## config.mk

```make
export PLATFORM = sky130hd
export DESIGN_NAME = vec_sequencer
export DESIGN_NICKNAME = d
export VERILOG_FILES = /design/src/rtl/vec_pkg.sv /design/src/rtl/vec_lane_ctr.sv /design/src/rtl/vec_sequencer.sv
export SDC_FILE = /design/constraint.sdc
export NUM_CORES = 1
export LEC_CHECK = 0
export BUFFER_PORTS_ARGS = -buffer_cell sky130_fd_sc_hd__buf_2
export CORE_ASPECT_RATIO = 0.6
export CORE_MARGIN = 2
export CORE_UTILIZATION = 25
export CTS_BUF_LIST = sky130_fd_sc_hd__clkbuf_8
export CTS_CLUSTER_SIZE = 20
export DETAILED_ROUTE_END_ITERATION = 12
export PLACE_DENSITY = 0.53
export SETUP_SLACK_MARGIN = 0.15
export SLEW_MARGIN = 10
export SYNTH_ARGS = -nofsm -noshare
export SYNTH_HDL_FRONTEND = slang
export SYNTH_SLANG_ARGS = --single-unit
```

## constraint.sdc

```tcl
create_clock -name clk -period 4.9 [get_ports clk]
set_input_delay 0.98 -clock clk [delete_from_list [all_inputs] [get_ports clk]]
set_output_delay 0.98 -clock clk [all_outputs]
set_load 0.005 [all_outputs]
```

## src/rtl/vec_pkg.sv

```systemverilog
// Shared types and constants for the vector sequencer.
//   LANES_DEF / IDXW_DEF : default lane count and lane index width
//   FLG_*               : NZCV bit positions within a 4-bit flag word
//   vec_state_e         : sequencer FSM states
//   vec_instr_t         : instruction fields latched at accept
//   eff_len()           : effective lane count from the requested length
package vec_pkg;

    localparam int unsigned LANES_DEF = 5;
    localparam int unsigned IDXW_DEF  = 3;

    localparam int unsigned OPW   = 3;
    localparam int unsigned ADDRW = 4;
    localparam int unsigned FLGW  = 4;

    localparam int unsigned FLG_N = 3;
    localparam int unsigned FLG_Z = 2;
    localparam int unsigned FLG_C = 1;
    localparam int unsigned FLG_V = 0;

    // Accumulator seed: Z starts true so it can be AND-reduced across lanes.
    localparam logic [FLGW-1:0] FLAGS_INIT = 4'b0100;

    typedef enum logic [1:0] {
        S_IDLE = 2'd0,
        S_EXEC = 2'd1,
        S_WB   = 2'd2,
        S_DONE = 2'd3
    } vec_state_e;

    typedef struct packed {
        logic [OPW-1:0]   op;
        logic [ADDRW-1:0] src;
        logic [ADDRW-1:0] dst;
    } vec_instr_t;

    // Zero or an over-long request means "all lanes".
    function automatic int unsigned eff_len(input int unsigned vec_len, input int unsigned lanes);
        if (vec_len == 0 || vec_len > lanes) begin
            return lanes;
        end
        return vec_len;
    endfunction

endpackage

```

## src/rtl/vec_lane_ctr.sv

```systemverilog
// Lane index counter for the vector sequencer.
//   clk, reset (sync, active-low)
//   load  : clear index to 0 and capture the last-lane value
//   last  : index of the final lane (L-1), captured on load
//   en    : advance to the next lane; saturates at the last lane
//   idx   : current lane index (registered)
//   tc_c  : terminal count, idx == last (decoded from registers)
module vec_lane_ctr #(
    parameter int unsigned IDXW = 3
) (
    input  logic            clk,
    input  logic            reset,
    input  logic            load,
    input  logic [IDXW-1:0] last,
    input  logic            en,
    output logic [IDXW-1:0] idx,
    output logic            tc_c
);

    logic [IDXW-1:0] last_q;

    // Index register; never steps past the captured last lane.
    always_ff @(posedge clk) begin
        if (!reset) begin
            idx    <= '0;
            last_q <= '0;
        end else if (load) begin
            idx    <= '0;
            last_q <= last;
        end else if (en && !tc_c) begin
            idx <= idx + IDXW'(1);
        end
    end

    assign tc_c = (idx == last_q);

endmodule

```

## src/rtl/vec_sequencer.sv

```systemverilog
// Multi-cycle vector sequencer: stalls the core and walks lanes 0..L-1,
// giving each lane an EXEC cycle (operand read + ALU) and a WB cycle (write),
// then aggregates per-lane NZCV into one result.
//   clk, reset (sync, active-low)
//   start, VecOp, VecSrc, VecDst, VecLen : vector instruction from decoder
//   LaneFlags                             : NZCV of the ALU for the current lane
//   Stall  : hold PC / scalar writes (combinational, covers the start cycle)
//   Busy, Done, LaneIdx, VecWrite         : sequence status and lane control
//   VecRA, VecWA, VecALUControl           : latched instruction fields
//   VecFlags : aggregated NZCV, updated when Done rises, held afterwards
module vec_sequencer
    import vec_pkg::*;
#(
    parameter int unsigned LANES = LANES_DEF,
    parameter int unsigned IDXW  = IDXW_DEF
) (
    input  logic             clk,
    input  logic             reset,
    input  logic             start,
    input  logic [OPW-1:0]   VecOp,
    input  logic [ADDRW-1:0] VecSrc,
    input  logic [ADDRW-1:0] VecDst,
    input  logic [IDXW-1:0]  VecLen,
    input  logic [FLGW-1:0]  LaneFlags,
    output logic             Stall,
    output logic             Busy,
    output logic             Done,
    output logic [IDXW-1:0]  LaneIdx,
    output logic [ADDRW-1:0] VecRA,
    output logic [ADDRW-1:0] VecWA,
    output logic [OPW-1:0]   VecALUControl,
    output logic             VecWrite,
    output logic [FLGW-1:0]  VecFlags
);

    vec_state_e      state, state_n;
    vec_instr_t      instr;
    logic [FLGW-1:0] acc, acc_n;
    logic            busy_n, done_n, write_n;
    logic            accept;
    logic            lane_en;
    logic            lane_tc;
    logic            flags_load;
    logic [IDXW-1:0] last_lane;

    // Final lane index is fixed at accept; later VecLen changes are ignored.
    assign last_lane = IDXW'(eff_len(32'(VecLen), LANES) - 1);

    vec_lane_ctr #(
        .IDXW (IDXW)
    ) u_lane_ctr (
        .clk   (clk),
        .reset (reset),
        .load  (accept),
        .last  (last_lane),
        .en    (lane_en),
        .idx   (LaneIdx),
        .tc_c  (lane_tc)
    );

    // Next state, stall and lane control; status outputs derive from next state.
    always_comb begin
        state_n    = state;
        Stall      = 1'b0;
        accept     = 1'b0;
        lane_en    = 1'b0;
        flags_load = 1'b0;
        acc_n      = acc;
        case (state)
            S_IDLE: begin
                Stall = start;
                if (start) begin
                    accept  = 1'b1;
                    acc_n   = FLAGS_INIT;
                    state_n = S_EXEC;
                end
            end
            S_EXEC: begin
                Stall        = 1'b1;
                acc_n[FLG_N] = LaneFlags[FLG_N];
                acc_n[FLG_Z] = acc[FLG_Z] & LaneFlags[FLG_Z];
                acc_n[FLG_C] = acc[FLG_C] | LaneFlags[FLG_C];
                acc_n[FLG_V] = acc[FLG_V] | LaneFlags[FLG_V];
                state_n      = S_WB;
            end
            S_WB: begin
                Stall = 1'b1;
                if (lane_tc) begin
                    flags_load = 1'b1;
                    state_n    = S_DONE;
                end else begin
                    lane_en = 1'b1;
                    state_n = S_EXEC;
                end
            end
            S_DONE: begin
                state_n = S_IDLE;
            end
            default: begin
                state_n = S_IDLE;
            end
        endcase
        busy_n  = (state_n != S_IDLE);
        done_n  = (state_n == S_DONE);
        write_n = (state_n == S_WB);
    end

    // State, registered status, latched instruction and flag accumulation.
    always_ff @(posedge clk) begin
        if (!reset) begin
            state    <= S_IDLE;
            Busy     <= 1'b0;
            Done     <= 1'b0;
            VecWrite <= 1'b0;
            instr    <= '0;
            acc      <= '0;
            VecFlags <= '0;
        end else begin
            state    <= state_n;
            Busy     <= busy_n;
            Done     <= done_n;
            VecWrite <= write_n;
            acc      <= acc_n;
            if (accept) begin
                instr <= '{op: VecOp, src: VecSrc, dst: VecDst};
            end
            // Accumulator already holds the last lane when its WB ends.
            if (flags_load) begin
                VecFlags <= acc;
            end
        end
    end

    assign VecRA         = instr.src;
    assign VecWA         = instr.dst;
    assign VecALUControl = instr.op;

endmodule

```

* Word level (Yosys, flattened, before mapping)
Index checks and enable logic that the tools add are counted.
W data, S select, Z words.
** Word-level totals
- Output and inout bits :: 22
- Input bits :: 21
- Logic and storage cells :: 50
- Bits in registers :: 30
** Cells by class
- Bitwise operators :: 4
- Reductions and logical operators :: 10
- Equality and inequality tests :: 7
- Order comparisons :: 1
- Add/subtract/negate cells :: 2
- Multiplexer cells :: 15
** Operator list (count)
- $eq A2 B2 Y1 const B :: 4
- $pmux W2 S4 :: 1
- $pmux W4 S2 :: 1
- $mux W1 :: 7
- $mux W3 :: 2
- $mux W2 :: 2
- $mux W4 :: 1
- $reduce_bool A2 Y1 :: 2
- $reduce_or A2 Y1 :: 2
- $add A3 B1 Y3 const B :: 1
- $eq A3 B3 Y1 :: 1
- $gt A3 B3 Y1 const B :: 1
- $logic_not A3 Y1 :: 1
- $sub A3 B1 Y3 const B :: 1
- $eq A2 B1 Y1 const B :: 1
- $logic_not A2 Y1 :: 1
- $ne A2 B2 Y1 const B :: 1
- $or A1 B1 Y1 :: 2
- $pmux W1 S2 :: 1
- $reduce_and A2 Y1 :: 1
- $and A1 B1 Y1 :: 1
- $logic_and A1 B1 Y1 :: 1
- $logic_not A1 Y1 :: 1
- $logic_or A1 B1 Y1 :: 1
- $not A1 Y1 :: 1

* Longest topological paths before layout
- Depth in word-level cells :: 5
- Depth in mapped cells :: 8
- Gate-level depth less buffers :: 6

* By module
A second synthesis with hierarchy kept.
** Unflattened totals
- Cells, all modules :: 162
- Area total of the unflattened synthesis :: 1413.9 µm²
** By module, submodules not included
- vec_sequencer :: area an instance 984.7 µm², cells an instance 119, instances 1
- vec_lane_ctr :: area an instance 429.2 µm², cells an instance 43, instances 1

* Worst setup path after synthesis
Ideal clock, no wire load.
- Kind :: input to output
- Start :: input start
- End :: output Stall
- Stages :: 5
- Required time :: 3920 ps
- Path slack :: 2350 ps
- Data arrival time :: 1570 ps
- Cell sequence :: and2_1 -> clkbuf_1 -> buf_4 -> nor2_1 -> nor2_1
** Between the ends
- Word-level cells in the longest chain between the ends :: 1
** Ends and longest elaborated chain
- from (decl) :: RTL line vec_sequencer.sv:19 : input logic start,
- $pmux W1 S2 :: RTL line vec_sequencer.sv:69 : case (state)
- to (decl) :: RTL line vec_sequencer.sv:25 : output logic Stall,
No other way between the ends.

* Final worst setup path
Same ends and word-level chain as after synthesis.

==> summary.txt <==
RSZ-0062 raised after global routing = false
Layout cells sized above 1 = 26.6%
TritonCTS Sinks = 30
Met1 wire length = 1.64 mm
Drt total wl = 3.01 mm
HP Class = reg2reg
Cts bufs inserted = 5
DR WL/cell = 11.3 um
YS warnings = 0
Max-slew violation count = 0
Fillers = 553
Adder-cell share of the synthesized area = 5.59%
Post-Synth Simple-Gate Area = 21.3%
DR vias = 1158
I/O pin cnt = 43
Yosys reg bits = 30
Run status = finished clean
GRT Total Usage = 11.5%
DRC = 0
I/O Buffers = 42
Number of global-route vias before repair = 1082
Post-synthesis cell count = 156
Final period util = 58.3%
Sequential share of power = 48.3%
Final HPWL DP = 2.13 mm
Clock Skew = 0.00397 ns
Synth cell types = 33
DR iter-0 viols = 75
CORE AREA = 5130 um2
Main combinational cell family by area after synthesis = simple AND/OR/NAND/NOR gates
Diode count = 0
Gr ovfl total = 0
First-pass GRT wire length = 5.18 mm
Worst path required time = 3.92 ns
TNS Setup = 0 ns
Fin. Hold Viols = 0
Worst-Skew Late Latency = 0.29 ns
Critical path type = in2out
Max Used Layer = met4
Post-synthesis xor/xnor area fraction = 3.82%
Mapped Nets = 183
Met3 wire length = 253 um
Clock share of power = 37.2%
Post-Syn Area = 1340 um2
First drt pass iteration count = 4
Syn avg cell area = 8.61 um2
Worst vdd ir = 0.0902 mV
Gpl congestion = 0.831
Comb power frac = 14.5%
Psw = 0.000146 W
FF/Latch Area = 601 um2
Initial antenna violation count = 0
DR WL met2 = 1.04 mm
Power density over cell area = 324 nW/um2
Final ANT Viol Nets = 0
Rows = 20
Final min period = 2.85 ns
Largest net degree at the start of global routing = 32
Switching Fraction = 26.6%
Multi-input gate area = 691 um2
Endpoint type of the worst setup path = output port
Startpoint types = input port
H-tree lvl count = 2
Root Buffer = clkbuf_8
CTS tree = done
Max frequency = 350 MHz
Chip height = 60.8 um
Setup-failing EPs final = 0
CTS Hold Bufs = 0
Die Area = 5990 um2
Die Wd = 98.6 um
Clock transition at the registers of the reported paths = 0.06 ns
Area delta synth->final = 26.2%
Post-synthesis compound-gate area fraction = 16.9%
Int Power = 0.000403 W
Sequential cell area fraction in the yosys report = 44.7%
Lkg Pwr = 0.794 nW
Mux contribution to synthesized area = 3.82%
Slew margin rel. = 56.6%
Setup bufs post-CTS = 0
Crit-path max FO = 15
Clock buffer depth = 2
Final Hold Slack = 0.453 ns
MaxCap Viol Count = 0
Fin nets = 225
Least-Margin Pin Slew = 0.649 ns
Via density per instance = 4.37
Cts repair resizes = 0
WP data arrival = 1.87 ns
Initial Utilization = 26.2%
state kept, by name (all words and copies together) (netlist names), 2 cells and up:
name	flops
state	2
VecALUControl	3
VecWA	4
u_lane_ctr.idx	3
VecRA	4
u_lane_ctr.last_q	3
VecFlags	4
acc	4
power by group through the flow:
stage               combinational [W]  sequential, W  clock, W
floorplan                   0.0000510       0.000271         0
global placement            0.0000803       0.000271         0
detailed placement          0.0000800       0.000270         0
CTS                         0.0000805       0.000265  0.000213
global route                0.0000923       0.000267  0.000222
finish                      0.0000793       0.000265  0.000204
cells by family after synthesis:
logic type	after synthesis
AO/OA/AOI/OAI	35
XOR/XNOR	5
adder cells (fa/ha/maj)	6
buffers and inverters	12
flip-flops	30
multiplexers	5
AND/OR/NAND/NOR	63
metal layers:
layer,track usage [%],vias to the layer above
met5,0,-
met4,6.46,0
met3,5.07,8
met2,14.2,35
met1,16.3,511
li1,-,604
Yosys cell counts:
library cell | count | share of area (%)
inv_1 | 5 | 1.4
buf_4 | 1 | 0.56
clkbuf_1 | 4 | 1.1
or2_2 | 1 | 0.47
nor3b_1 | 2 | 1.1
buf_2 | 2 | 0.75
a32oi_1 | 1 | 0.65
nor2_1 | 5 | 1.4
o31ai_1 | 2 | 1.1
nand3_1 | 1 | 0.37
o211a_1 | 1 | 0.75
nand2b_1 | 4 | 1.9
nor3_1 | 1 | 0.37
nand4_1 | 1 | 0.47
xor2_1 | 3 | 2.0
nand3b_1 | 1 | 0.56
a21oi_1 | 8 | 3.0
mux2_2 | 1 | 0.84
o21ai_0 | 7 | 2.6
nor2b_1 | 2 | 0.93
nand2_1 | 40 | 11
o21bai_1 | 1 | 0.56
ha_1 | 6 | 5.6
dfxtp_1 | 30 | 45
o21a_1 | 1 | 0.56
xor2_2 | 1 | 1.2
or3_1 | 1 | 0.47
and2_1 | 3 | 1.4
a21boi_0 | 12 | 6.7
mux2i_1 | 4 | 3.0
nor3_2 | 1 | 0.75
xnor2_1 | 1 | 0.65
a31oi_1 | 2 | 0.93
cell usage in the layout, fill, tap and decap left out, drive strengths merged, types with 2 or more instances in the layout:
cell type,instances
buf,42
nand2,40
dfxtp,30
a21boi,12
a21oi,8
o21ai,7
inv,6
ha,6
clkbuf,6
nor2,5
nand2b,4
mux2i,4
xor2,4
and2,3
nor3b,2
a31oi,2
o31ai,2
nor2b,2
nor3,2
stage by stage:
| stage | util [%] | total power (W) | instances | setup WS (ns) | area (um2) |
|---|---|---|---|---|---|
| 6_report | 33.0 | 0.000549 | 265 | 2.05 | 1690 |
| 5_1_grt | 33.0 | 0.000581 | 265 | 1.88 | 1690 |
| 4_1_cts | 33.0 | 0.000558 | 265 | 2.02 | 1690 |
| 3_5_place_dp | 31.2 | 0.000350 | 257 | 2.02 | 1600 |
| 3_3_place_gp | 31.2 | 0.000351 | 257 | 2.07 | 1600 |
| 2_1_floorplan | - | 0.000322 | 156 | 2.35 | 1340 |
area by class of cell:
cell class / count / area share (%)
Multi-Input combinational cell: 114 / 40.8
Timing Repair Buffer: 42 / 12.4
Clock buffer: 6 / 4.87
Sequential cell: 30 / 35.5
Tap cell: 66 / 4.87
Inverter: 5 / 1.11
Clock inverter: 2 / 0.517
worst max-delay path, cell delays in order:
cell    delay, ns
buf_2        0.11
and2_1       0.47
nor2_1       0.08
nor2_1       0.11
buf_2        0.12
final timing paths:
kind	slack [ns]	cells past startpoint	to	startpoint
setup / recovery	2.05	5	Stall	start
hold / removal	0.45	2	VecFlags[0]	VecFlags[0]
setup reg to reg	3.13	5	u_lane_ctr.last_q[2]	state[0]
hold reg to reg	0.45	2	VecFlags[0]	VecFlags[0]
No activity file was read; power rests on OpenSTA's default activity.
